[config.mk]
export PLATFORM = sky130hd
export DESIGN_NAME = gpr_writeback
export DESIGN_NICKNAME = d
export VERILOG_FILES = /design/src/rtl/gpr_wb_pkg.sv /design/src/rtl/gpr_scoreboard.sv /design/src/rtl/gpr_writeback.sv
export SDC_FILE = /design/constraint.sdc
export NUM_CORES = 1
export LEC_CHECK = 0
export ABC_AREA = 1
export CORE_AREA = 4 4 152 190
export DETAILED_ROUTE_END_ITERATION = 8
export DIE_AREA = 0 0 156 194
export HOLD_SLACK_MARGIN = 0.1
export PLACE_DENSITY_LB_ADDON = 0.08
export SLEW_MARGIN = 20
export SYNTH_ARGS = -nofsm -noshare
export SYNTH_HDL_FRONTEND = slang
export SYNTH_HIERARCHICAL = 1
export SYNTH_SLANG_ARGS = --single-unit
export TNS_END_PERCENT = 10
[constraint.sdc]
create_clock -name clk -period 3.3 [get_ports clk]
set_input_delay 0.66 -clock clk [delete_from_list [all_inputs] [get_ports clk]]
set_output_delay 0.66 -clock clk [all_outputs]
set_load 0.05 [all_outputs]
[src/rtl/gpr_wb_pkg.sv]
// Shared constants and types for the GPR writeback unit and its scoreboard.
package gpr_wb_pkg;

  localparam int ADDR_WIDTH = 5;
  localparam int DATA_WIDTH = 32;
  localparam int NUM_REGS   = 2 ** ADDR_WIDTH;
  localparam int CNT_WIDTH  = 2;

  typedef logic [CNT_WIDTH-1:0]  cnt_t;
  typedef logic [ADDR_WIDTH-1:0] addr_t;
  typedef logic [DATA_WIDTH-1:0] data_t;

  localparam cnt_t CNT_MAX = '1;

  typedef struct packed {
    logic  wen;
    addr_t waddr;
    data_t wdata;
  } wr_port_t;

endpackage

[src/rtl/gpr_scoreboard.sv]
// Per-register pending-write counters. Incremented by accepted issues,
// decremented by the registered write port, saturating at both ends.
// x0 never holds a count.
module gpr_scoreboard
  import gpr_wb_pkg::*;
(
  input  logic                  clk,
  input  logic                  rst,
  input  logic                  inc_en,
  input  logic [ADDR_WIDTH-1:0] inc_addr,
  input  logic                  dec_en,
  input  logic [ADDR_WIDTH-1:0] dec_addr,
  input  logic [ADDR_WIDTH-1:0] iss_addr,
  output logic                  iss_full,
  input  logic [ADDR_WIDTH-1:0] rs1_addr,
  output logic [CNT_WIDTH-1:0]  rs1_cnt,
  input  logic [ADDR_WIDTH-1:0] rs2_addr,
  output logic [CNT_WIDTH-1:0]  rs2_cnt
);

  cnt_t                cnt_q [NUM_REGS];
  cnt_t                cnt_d [NUM_REGS];
  logic [NUM_REGS-1:0] inc_vec;
  logic [NUM_REGS-1:0] dec_vec;

  // One-hot decode of the increment and decrement targets
  always_comb begin
    inc_vec = '0;
    dec_vec = '0;
    if (inc_en) inc_vec[inc_addr] = 1'b1;
    if (dec_en) dec_vec[dec_addr] = 1'b1;
  end

  // Next count per register; a same-cycle inc and dec cancel out
  always_comb begin
    for (int i = 0; i < NUM_REGS; i++) begin
      cnt_d[i] = cnt_q[i];
      if (inc_vec[i] && !dec_vec[i] && (cnt_q[i] != CNT_MAX))
        cnt_d[i] = cnt_q[i] + cnt_t'(1);
      else if (dec_vec[i] && !inc_vec[i] && (cnt_q[i] != '0))
        cnt_d[i] = cnt_q[i] - cnt_t'(1);
    end
    cnt_d[0] = '0;
  end

  // Counter state
  always_ff @(posedge clk) begin
    if (rst) begin
      for (int i = 0; i < NUM_REGS; i++) cnt_q[i] <= '0;
    end else begin
      for (int i = 0; i < NUM_REGS; i++) cnt_q[i] <= cnt_d[i];
    end
  end

  assign iss_full = (cnt_q[iss_addr] == CNT_MAX);
  assign rs1_cnt  = cnt_q[rs1_addr];
  assign rs2_cnt  = cnt_q[rs2_addr];

endmodule

[src/rtl/gpr_writeback.sv]
// GPR writeback: LSU-over-EXU result arbitration into one registered write
// per cycle, pending-write scoreboard for decode RAW checks.
// Optional feature macro: GPR_WB_BYPASS_EN forwards the in-flight write to a
// source query whose register has exactly one pending write.
module gpr_writeback
  import gpr_wb_pkg::*;
(
  input  logic                  clk,
  input  logic                  rst,
  input  logic                  iss_valid,
  input  logic [ADDR_WIDTH-1:0] iss_rd,
  output logic                  iss_ready,
  input  logic                  exu_valid,
  output logic                  exu_ready,
  input  logic [ADDR_WIDTH-1:0] exu_rd,
  input  logic [DATA_WIDTH-1:0] exu_data,
  input  logic                  lsu_valid,
  output logic                  lsu_ready,
  input  logic [ADDR_WIDTH-1:0] lsu_rd,
  input  logic [DATA_WIDTH-1:0] lsu_data,
  output logic                  rf_wen,
  output logic [ADDR_WIDTH-1:0] rf_waddr,
  output logic [DATA_WIDTH-1:0] rf_wdata,
  input  logic [ADDR_WIDTH-1:0] rs1_addr,
  input  logic [ADDR_WIDTH-1:0] rs2_addr,
  output logic                  rs1_busy,
  output logic                  rs2_busy,
  output logic                  rs1_fwd_valid,
  output logic                  rs2_fwd_valid,
  output logic [DATA_WIDTH-1:0] rs1_fwd_data,
  output logic [DATA_WIDTH-1:0] rs2_fwd_data
);

  wr_port_t wr_q;
  logic     lsu_fire;
  logic     exu_fire;
  logic     iss_fire;
  logic     iss_full;
  cnt_t     rs1_cnt;
  cnt_t     rs2_cnt;

  assign lsu_ready = !rst;
  assign exu_ready = !rst && !lsu_valid;
  assign lsu_fire  = lsu_valid && lsu_ready;
  assign exu_fire  = exu_valid && exu_ready;

  // x0 issues never touch the scoreboard, so they are always accepted
  assign iss_ready = !rst && ((iss_rd == '0) || !iss_full);
  assign iss_fire  = iss_valid && iss_ready && (iss_rd != '0);

  // Register the winning result; results to x0 are accepted but dropped
  always_ff @(posedge clk) begin
    if (rst) begin
      wr_q <= '0;
    end else begin
      wr_q.wen <= 1'b0;
      if (lsu_fire && (lsu_rd != '0)) begin
        wr_q.wen   <= 1'b1;
        wr_q.waddr <= lsu_rd;
        wr_q.wdata <= lsu_data;
      end else if (exu_fire && (exu_rd != '0)) begin
        wr_q.wen   <= 1'b1;
        wr_q.waddr <= exu_rd;
        wr_q.wdata <= exu_data;
      end
    end
  end

  assign rf_wen   = wr_q.wen;
  assign rf_waddr = wr_q.waddr;
  assign rf_wdata = wr_q.wdata;

  gpr_scoreboard u_scoreboard (
    .clk      (clk),
    .rst      (rst),
    .inc_en   (iss_fire),
    .inc_addr (iss_rd),
    .dec_en   (wr_q.wen),
    .dec_addr (wr_q.waddr),
    .iss_addr (iss_rd),
    .iss_full (iss_full),
    .rs1_addr (rs1_addr),
    .rs1_cnt  (rs1_cnt),
    .rs2_addr (rs2_addr),
    .rs2_cnt  (rs2_cnt)
  );

  // rs1 busy, overridden by the in-flight write when it retires the last pending one
  always_comb begin
    rs1_busy      = !rst && (rs1_addr != '0) && (rs1_cnt != '0);
    rs1_fwd_valid = 1'b0;
    rs1_fwd_data  = '0;
`ifdef GPR_WB_BYPASS_EN
    if (!rst && wr_q.wen && (wr_q.waddr == rs1_addr) && (rs1_addr != '0) &&
        (rs1_cnt == cnt_t'(1))) begin
      rs1_busy      = 1'b0;
      rs1_fwd_valid = 1'b1;
      rs1_fwd_data  = wr_q.wdata;
    end
`endif
  end

  // rs2 busy, same override as rs1
  always_comb begin
    rs2_busy      = !rst && (rs2_addr != '0) && (rs2_cnt != '0);
    rs2_fwd_valid = 1'b0;
    rs2_fwd_data  = '0;
`ifdef GPR_WB_BYPASS_EN
    if (!rst && wr_q.wen && (wr_q.waddr == rs2_addr) && (rs2_addr != '0) &&
        (rs2_cnt == cnt_t'(1))) begin
      rs2_busy      = 1'b0;
      rs2_fwd_valid = 1'b1;
      rs2_fwd_data  = wr_q.wdata;
    end
`endif
  end

endmodule

* Word level (Yosys, flattened, before mapping)
Memories as Yosys holds them, arrays and structs flattened. Cells that the tools add are included.
Storage, ports and cells: flip-flop bits (word level) 38, bits in latches 0, RAM bits 64, memory bits (read-only) 0, input bits 94, output and inout bits 109, memories 1
Cells by class: $add $sub $neg 62, $mul 0, div/mod/pow operators 0, magnitude comparators 4, eq/ne operators 32, shift-type cells 0, mux-type cells 105, bitwise operators 32, reduce and logical (&&, ||, !) cells 244
Memory list:
- u_scoreboard.cnt_q | words 32, width 2, read ports 34, clocked after memory_dff 0, wr ports 32, line gpr_scoreboard.sv:21 | cnt_t cnt_q [NUM_REGS];
Operator list (count):
- $mux W2 | 94
- $logic_and A1 B1 Y1 | 138
- $mux W38 | 2
- $reduce_bool A2 Y1 | 34
- $logic_not A1 Y1 | 65
- $mux W32 | 2
- $add A2 B1 Y2 const B | 31
- $ne A2 B2 Y1 const B | 31
- $sub A2 B1 Y2 const B | 31
- $or A1 B1 Y1 | 32
- $reduce_bool A5 Y1 | 5
- $lt A5 B6 Y1 const B | 2
- $demux W1 S5 | 2
- $ge A5 B1 Y1 const B | 2
- $logic_not A5 Y1 | 1
- $mux W1 | 5
- $eq A2 B2 Y1 const B | 1
- $logic_or A1 B1 Y1 | 1

* Longest topological paths before layout
Gate-level depths: netlist of run 1. An unclocked memory read counts as a cell.
depth in word-level cells 14, mapped depth 22, depth with buffers taken out 21

* Hierarchy
The synthesis of run 1 kept the hierarchy.
By module, submodules not included:
- gpr_scoreboard | times used 1, cells an instance 984, area an instance 5268.8 um^2, sequential area each 1241.2 um^2
- gpr_writeback | times used 1, cells an instance 420, area an instance 2757.6 um^2, sequential area each 760.7 um^2

* Worst setup path before layout of run 1
No wires, ideal clock.
path kind input to register, from in iss_rd[1], to mem u_scoreboard/cnt_q[5][0] (netlist bit), arrival time 3348 ps, required time 3185 ps, setup slack -163 ps, cell stages on the path 18, buffers on the path 1, path through buf_2 -> clkinv_1 -> nand3_1 -> nand3_1 -> nand3_1 -> nand3_1 -> nand3_1 -> nand2_1 -> a21oi_1 -> nand3_1 -> inv_1 -> nand2_1 -> nor2_4 -> inv_1 -> nor2_1 -> nand3_1 -> a21oi_1 -> nor2_1
RTL lines:
- from (decl) | line gpr_writeback.sv:11 | input logic [ADDR_WIDTH-1:0] iss_rd,
- to (decl) | line gpr_scoreboard.sv:21

* Worst setup path in the final report of run 1
from in rs2_addr[1], to out rs2_busy
Between the ends: longest elaborated chain between the ends 3, elaborated cells on any way between the ends 5
Ends and longest elaborated chain:
- from (decl) | line gpr_writeback.sv:25 | input logic [ADDR_WIDTH-1:0] rs2_addr,
- $mem_v2 Z32 W2
- via rs2_cnt[0] | line gpr_writeback.sv:40 | cnt_t rs2_cnt;
- $reduce_bool A2 Y1 | line gpr_writeback.sv:105 | rs2_busy = !rst && (rs2_addr != '0) && (rs2_cnt != '0);
- $logic_and A1 B1 Y1 | line gpr_writeback.sv:105
- to (decl) | line gpr_writeback.sv:27 | output logic rs2_busy,
The timed path passes the listed nets, and every way through them passes these cells.

==> results, run 1 <==
- The layout-stage area growth over the synthesis result is 25.58%.
- Global routing used 19.51% of the available tracks.
- The flow ran to the end, and the final reports show no timing, DRC or antenna violations.
- Entering global routing, the biggest net connects 40 pins.
- The total design power is 3.343 mW.
- The number of clock buffers inserted by TritonCTS is 9.
- In this run the static leakage power is 4.338 nW.
- The maximum clock path buffer count is 2.
- The root buffer cell chosen for the clock tree is clkbuf_16.
- Setup repair after global routing could not meet its margin everywhere.
- At the worst endpoint, the required time is 2.64 ns.
- The post-route fraction of the period consumed by the critical path is 95.71%.
- The setup clock skew after layout is 0.009707 ns.
- The cts-stage hold buffer count is 0.
- The starting utilization of the core area is 29.83%.
- After clock tree synthesis, the repair step resized 0 gates.
- Across the VDD grid, the largest voltage drop is 0.2065 mV.
- TritonCTS built the clock tree.
- The final routed DRC violation total is 0.
- The count of routing violations after the opening detailed-route iteration is 568.
- For the final routed database, the setup TNS stands at 0 ns.
- The weighted congestion at the end of routability-driven global placement is 0.9018.
- The shortest clock period the worst path allows after layout is 3.158 ns.
- In this run the tool buffered the top-level ports with 136 buffer cells.
- At the end of the flow, the number of nets in the layout was 1643.
- The first-pass GRT wire length is 46840 um.
- The count of nets left with antenna violations once routing finished came out at 0.
- After clock tree synthesis, the clock-pin slew on the worst setup and hold paths is 0.07 ns.
- In this run, synthesis inferred 0 flip-flops with an integrated enable.
- The width of the die is 156 um.
- The total iterations of the first detailed-routing run is 5.
- The number of max-cap violations is 0.
- Synthesis produced 1404 cells.
- The post-route worst hold slack is 0.5012 ns.
- The number of antenna violations at the first check in global routing is 0.
- After detailed routing, the total wire length is 30120 um.
- The total number of yosys warnings is 6.
- STA classifies the critical path endpoint as an output port.
- The total setup violations reported at the end of the flow is 0.
- The number of global-route vias before repair is 8417.
- In this run, synthesis produced a sequential element count of 100.
- The worst register-to-register path has a setup slack of 0.87 ns.
- The worst register-to-register path ends at u_scoreboard/cnt_q[5][0]$_SDFFE_PP0P_.
- The top cell types in the final layout, fill and taps aside, are nand2_1, nand3_1, nor2_1.
- The worst hold path belongs to the class register to register.
- The clock drives 100 sinks.
- The logic depth of the worst register-to-register path is 18.
- The slew at the pin closest to its max-slew limit is 0.6446 ns.
- The die height is 194 um.
- The maximum fanout along the worst path is 11.
- The total overflow left after global routing is 0.
- For this run, asynchronously set or reset flops after synthesis account for 0%.
- The areal power density over the cells is 331.6 nW/um2.
- In this run the cell area measured after placement is 9783 um2.
- In the final routed layout, each cell accounts on average for 15.87 um.
- The proportion of layout cells with a drive suffix above 1 is 6.246%.
- The count of vias placed by the detailed router is 9152.
- Following the worst setup path forward leads to its endpoint at rs2_busy.
- The library cell used most frequently in the layout, excluding fill and tap cells, is nand2_1.
- The launching element of the worst setup path is rs2_addr[1].
- The number of failing hold endpoints at the final stage is 0.
- In this run the cell area of the synthesized design comes to 8026 um2.
- The die covers 30260 um2.
- The H-tree was split into 3 levels.
- The count of final max-slew check failures is 0.
- The synthesized area per cell is 5.717 um2.
- The floorplan core area is 26910 um2.
- Cells fill 37.46% of the core in the end.
- The floorplan has 67 rows.
- The number of distinct library cells after synthesis is 30.
- In this run the critical register-to-register path is launched from u_scoreboard/cnt_q[7][1]$_SDFFE_PP0P_.
- The normalized max-slew margin is 56.87%.
- The kind of start point of the critical path is a primary input.
- The HPWL after detailed placement is 22840 um.
- The most used flip-flop cell after synthesis is dfxtp_1.
- 0 antenna diodes ended up in the layout.
- Sequential elements use 24.94% of the synthesized area.
- After routing the design area is 10080 um2.
- The critical path in this run is classified as primary input to output port.
- The worst-skew pair later-pin latency is 0.36 ns.
- The data arrival time of the critical path is 2.50 ns.
- The number of setup buffers added after CTS is 0.
- The peak clock frequency supported by timing is 316.6 MHz.
- During I/O placement, the number of pins put on the boundary was 203.
- The vias per cell is 4.822.
how the worst min path moves through the flow:
stage	cells after the start	slack (ns)	start	end
2_1_floorplan	2	0.47	u_scoreboard/cnt_q[2][1]$_SDFFE_PP0P_	u_scoreboard/cnt_q[2][1]$_SDFFE_PP0P_
3_3_place_gp	2	0.49	u_scoreboard/cnt_q[7][1]$_SDFFE_PP0P_	u_scoreboard/cnt_q[7][1]$_SDFFE_PP0P_
3_5_place_dp	2	0.49	u_scoreboard/cnt_q[5][1]$_SDFFE_PP0P_	u_scoreboard/cnt_q[5][1]$_SDFFE_PP0P_
4_1_cts	2	0.50	u_scoreboard/cnt_q[5][1]$_SDFFE_PP0P_	u_scoreboard/cnt_q[5][1]$_SDFFE_PP0P_
5_1_grt	2	0.52	u_scoreboard/cnt_q[2][1]$_SDFFE_PP0P_	u_scoreboard/cnt_q[2][1]$_SDFFE_PP0P_
6_report	2	0.50	u_scoreboard/cnt_q[5][1]$_SDFFE_PP0P_	u_scoreboard/cnt_q[5][1]$_SDFFE_PP0P_
metal layers:
layer | vias up | share of wire (%) | GRT usage, %
met4 | 0 | 3.6 | 7.622
li1 | 4695 | - | -
met2 | 325 | 47 | 32.67
met5 | - | 0 | 0
met1 | 4073 | 40 | 23.71
met3 | 59 | 8.7 | 5.090
report_power, final:
group | internal, mW | switching, mW | total, mW | leakage [nW]
Combinational | 0.343 | 0.679 | 1.02 | 3.39
Sequential | 1.25 | 0.0306 | 1.28 | 0.814
Clock | 0.529 | 0.514 | 1.04 | 0.131
kinds of logic after synthesis:
family	share of synthesized area [%]
DFF	24.94
buffers and inverters	15.76
other	0.04672
and+or+nand+nor	51.22
AOI/OAI and AO/OA	8.028
Yosys cell counts, types with 2 or more instances:
cell / n / area [um2]
clkinv_1: 6 / 22.52
nor2_1: 156 / 585.6
buf_6: 7 / 78.83
buf_2: 25 / 125.1
a31oi_1: 13 / 81.33
dfxtp_1: 100 / 2002
o21bai_1: 6 / 45.04
and3_1: 7 / 43.79
or2_2: 8 / 50.05
nor3_1: 5 / 25.02
inv_1: 120 / 450.4
nand2_1: 436 / 1637
clkbuf_1: 21 / 78.83
nand4_1: 5 / 31.28
nand3_1: 274 / 1371
o211ai_1: 7 / 52.55
a21oi_1: 55 / 275.3
nor2_4: 2 / 22.52
nand2_4: 2 / 22.52
nand3b_1: 37 / 277.8
o21ai_0: 38 / 190.2
buf_4: 66 / 495.5
final cells by class:
cell class                 count  area, um2
inverter                     128      486.7
timing repair buffer         189       1871
clock inverter                 4      26.28
multi-input combinational   1121       5020
tap                          345      431.7
fill                        3040      16830
clock buffer                  11      242.7
sequential                   100       2002
per-stage QoR:
stage,setup WS (ns),cells
after floorplan,0.1740,1469
after global placement,-0.03865,1883
after detailed placement,-0.1106,1883
after CTS,0.09754,1898
after global routing,-0.04730,1898
final,0.1416,1898
sequential cells by signal (all words and copies together) (netlist names):
| signal | flops |
|---|---|
| u_scoreboard/cnt_q | 62 |
| rf_wdata | 32 |
| rf_waddr | 5 |
| rf_wen | 1 |
worst max-delay path, cell delays in order:
cell and delay, ns:
clkdlybuf4s50_1 0.53, clkinvlp_4 0.22, buf_6 0.21, o211ai_1 0.09, nand3_1 0.09, nand3_1 0.08, nand2_1 0.09, nand2_1 0.07
nand2_1 0.04, o211ai_1 0.16, inv_1 0.10, buf_12 0.15
Note: power is estimated with default switching activity, not from simulation.
==> run 2, diff against run 1 <==
MAX_ROUTING_LAYER = met4   (was unset)
clock period = 3.5 ns   (was 3.3 ns; I/O delays follow)
==> run 2 against run 1 <==
Sequential power decreased by 5%; non-clock buffer count decreased by 13; register-to-register slack improved by 0.19 ns; clock-buffer cell count increased by 1; final cell count decreased by 0.68%; clock power increased by 4%; sequential cell count unchanged; clock skew decreased by 0.0031 ns; largest power group unchanged; highest routed layer unchanged.
==> results, run 2 (same netlist as run 1, synthesis figures left out) <==
- The width of the die is 156 um (unchanged).
- Leaving out fill and tap cells, the most frequent cell in the layout is nand2_1.
- The HPWL after detailed placement is 22680 um (-0.72%).
- The kind of start point of the critical path is a primary input.
- The data arrival time of the critical path was 2.61 ns (+0.11 ns).
- The peak clock frequency supported by timing is 301.8 MHz.
- The cts-stage hold buffer count is 0 (unchanged).
- The H-tree depth is 3 (unchanged).
- The total setup violations reported at the end of the flow is 0 (unchanged).
- The number of antenna violations at the first check in global routing is 0 (unchanged).
- The post-route worst hold slack is 0.5019 ns (+0.0006530 ns).
- The layout-stage area growth over the synthesis result is 24.08%.
- The maximum clock path buffer count is 2 (unchanged).
- The number of flip-flops under the largest register name is 62 (unchanged).
- The number of global-route vias before repair is 8747 (+3.9%).
- Leaving out fill and tap cells, the most frequent cells in the layout are nand2_1, nand3_1, nor2_1.
- The total design power was 3.239 mW (-3.1%).
- The worst-skew pair later-pin latency came to 0.36 ns (about the same).
- The number of nets in the finished design is 1630 (-0.79%).
- The logic depth of the worst register-to-register path is 17 (-1).
- The mean routed wirelength per cell was 15.91 um (+0.26%).
- The clock tree from TritonCTS is yes.
- The core occupancy in the finished layout was 37.01% (-0.45 points).
- The slew at the pin closest to its max-slew limit is 0.6178 ns (-0.02674 ns).
- The starting utilization of the core area is 29.83% (unchanged).
- The top register by number of flip-flops is u_scoreboard/cnt_q.
- The weighted congestion at the end of routability-driven global placement was 0.9118 (+1.1%).
- The vias per cell is 4.822 (about the same).
- The endpoint identified for the worst register-to-register timing path is u_scoreboard/cnt_q[7][0]$_SDFFE_PP0P_.
- The number of max-cap violations came to 0 (unchanged).
- The number of failing hold endpoints at the final stage is 0 (unchanged).
- The maximum fanout along the worst path is 11 (unchanged).
- The first-pass GRT wire length is 47040 um (+0.44%).
- The total wire length after detailed routing came to 29990 um (-0.43%).
- The static leakage is 4.269 nW (-1.6%).
- CTS placed an instance of clkbuf_16 at the clock tree root.
- The number of cells upsized or downsized after cts came to 0 (unchanged).
- The setup slack after placement is -0.02895 ns (+0.08165 ns).
- The shortest clock period the worst path allows after layout is 3.314 ns.
- The floorplan core area is 26910 um2 (unchanged).
- The worst setup path is captured at an output port.
- The maximum vdd drop is 0.2385 mV (+15%).
- The worst-case register-to-register setup slack came to 1.06 ns (+0.19 ns).
- The termination of the worst setup path is rs1_busy.
- The launch instance of the worst register-to-register path is u_scoreboard/cnt_q[1][0]$_SDFFE_PP0P_.
- The post-route fraction of the period consumed by the critical path is 94.67%.
- The residual overflow from global routing is 0 (unchanged).
- The final routed DRC violation total was 0 (unchanged).
- The total iterations of the first detailed-routing run is 5 (unchanged).
- The critical hold path startpoint is u_scoreboard/cnt_q[2][1]$_SDFFE_PP0P_.
- The die height is 194 um (unchanged).
- The critical path required time came to 2.80 ns (+0.16 ns).
- The row count came to 67 (unchanged).
- The count of routing violations after the opening detailed-route iteration is 633 (+11%).
- The number of clock buffers inserted by TritonCTS was 9 (unchanged).
- The count of final max-slew check failures was 0 (unchanged).
- The clock transition at the register clock pins on the worst setup and hold paths after CTS is 0.07 ns (about the same).
- The sink count of the clock tree is 100 (unchanged).
- The number of I/O port buffers came to 136 (unchanged).
- The number of setup buffers added after CTS was 0 (unchanged).
- The maximum number of pins on one net before global-route repair is 46 (+15%).
- The full die area is 30260 um2 (unchanged).
- The count of inserted antenna diode cells is 0 (unchanged).
- The count of nets left with antenna violations after detail routing was 0 (unchanged).
- Tracing the worst setup path back leads to its startpoint at rs1_addr[1].
- The minimum setup slack in the final design was 0.1864 ns (+0.04484 ns).
- The setup clock skew after layout is 0.006650 ns (-0.003057 ns).
- The overall routing resource usage is 20.01% (+0.50 points).
- The areal power density over the cells is 325.2 nW/um2 (-1.9%).
- The normalized max-slew margin is 58.66% (+1.8 points).
- Setup repair after global routing left no endpoint under its margin.
- The worst setup path category is primary input to output port.
- The I/O pin count is 203 (unchanged).
- The count of vias placed by the detailed router is 9089 (-0.69%).
- The classification of the worst-slack hold path is register to register.
- The proportion of layout cells with a drive suffix above 1 came to 5.130% (-1.1 points).
- The flow ran to the end, and the final reports show no timing, DRC or antenna violations.
## run 2: changes by cell type in the layout (fill, tap and decap cells not counted), moves of 2 or more
cell      delta
clkbuf_8     +2
nor2_1       +2
clkinv_1     +2
buf_6        -3
clkinv_2     -2
a21oi_2      -2
buf_12       -3
nor2_2       -2
buf_4        -7
a21oi_1      +2
## run 2: how the worst min path moves through the flow
stage | endpoint | slack [ns] | cells past startpoint
floorplan | u_scoreboard/cnt_q[2][1]$_SDFFE_PP0P_ | 0.47 | 2
global placement | u_scoreboard/cnt_q[3][1]$_SDFFE_PP0P_ | 0.48 | 2
detailed placement | u_scoreboard/cnt_q[3][1]$_SDFFE_PP0P_ | 0.49 | 2
CTS | u_scoreboard/cnt_q[3][1]$_SDFFE_PP0P_ | 0.50 | 2
global route | u_scoreboard/cnt_q[3][1]$_SDFFE_PP0P_ | 0.52 | 2
finish | u_scoreboard/cnt_q[2][1]$_SDFFE_PP0P_ | 0.50 | 2
## run 2: metrics by stage
stage	instance area, um2	std cells	setup TNS, ns
detailed placement	9648	1870	-0.02895
floorplan	8274	1469	0
finish	9960	1885	0
global route	9960	1885	0
CTS	9960	1885	0
global placement	9648	1870	0
## run 2: worst max-delay path, stage by stage
cell and delay, ns:
clkdlybuf4s50_1 0.49, clkinv_1 0.24, buf_4 0.28, nand3_1 0.10, nand3_1 0.08, nand2_1 0.14
nand2_1 0.06, nand2_1 0.06, nand2_1 0.05, nand2_1 0.07, o211ai_1 0.09, inv_1 0.12
buf_12 0.14
## run 2: power by group
| group | total, mW | internal, mW | switching, mW |
|---|---|---|---|
| combinational | 0.951 | 0.310 | 0.640 |
| sequential | 1.21 | 1.18 | 0.0288 |
| clock | 1.08 | 0.610 | 0.472 |
## run 2: cell type report
cell class	instances	area, um2
Inverter	128	483.0
Tap cell	345	431.7
Multi-Input combinational cell	1121	5007
Sequential cell	100	2002
Clock inverter	3	45.04
Fill cell	3005	16950
Timing Repair Buffer	176	1724
Clock buffer	12	266.5
## run 2: layer usage
| metal | vias to the layer above | GRT usage (%) | routed length [um] |
|---|---|---|---|
| met2 | 280 | 32.83 | 14290 |
| met4 | 0 | 7.525 | 881 |
| met1 | 4101 | 23.51 | 12670 |
| li1 | 4664 | - | - |
| met5 | - | - | 0 |
| met3 | 44 | 4.956 | 2155 |
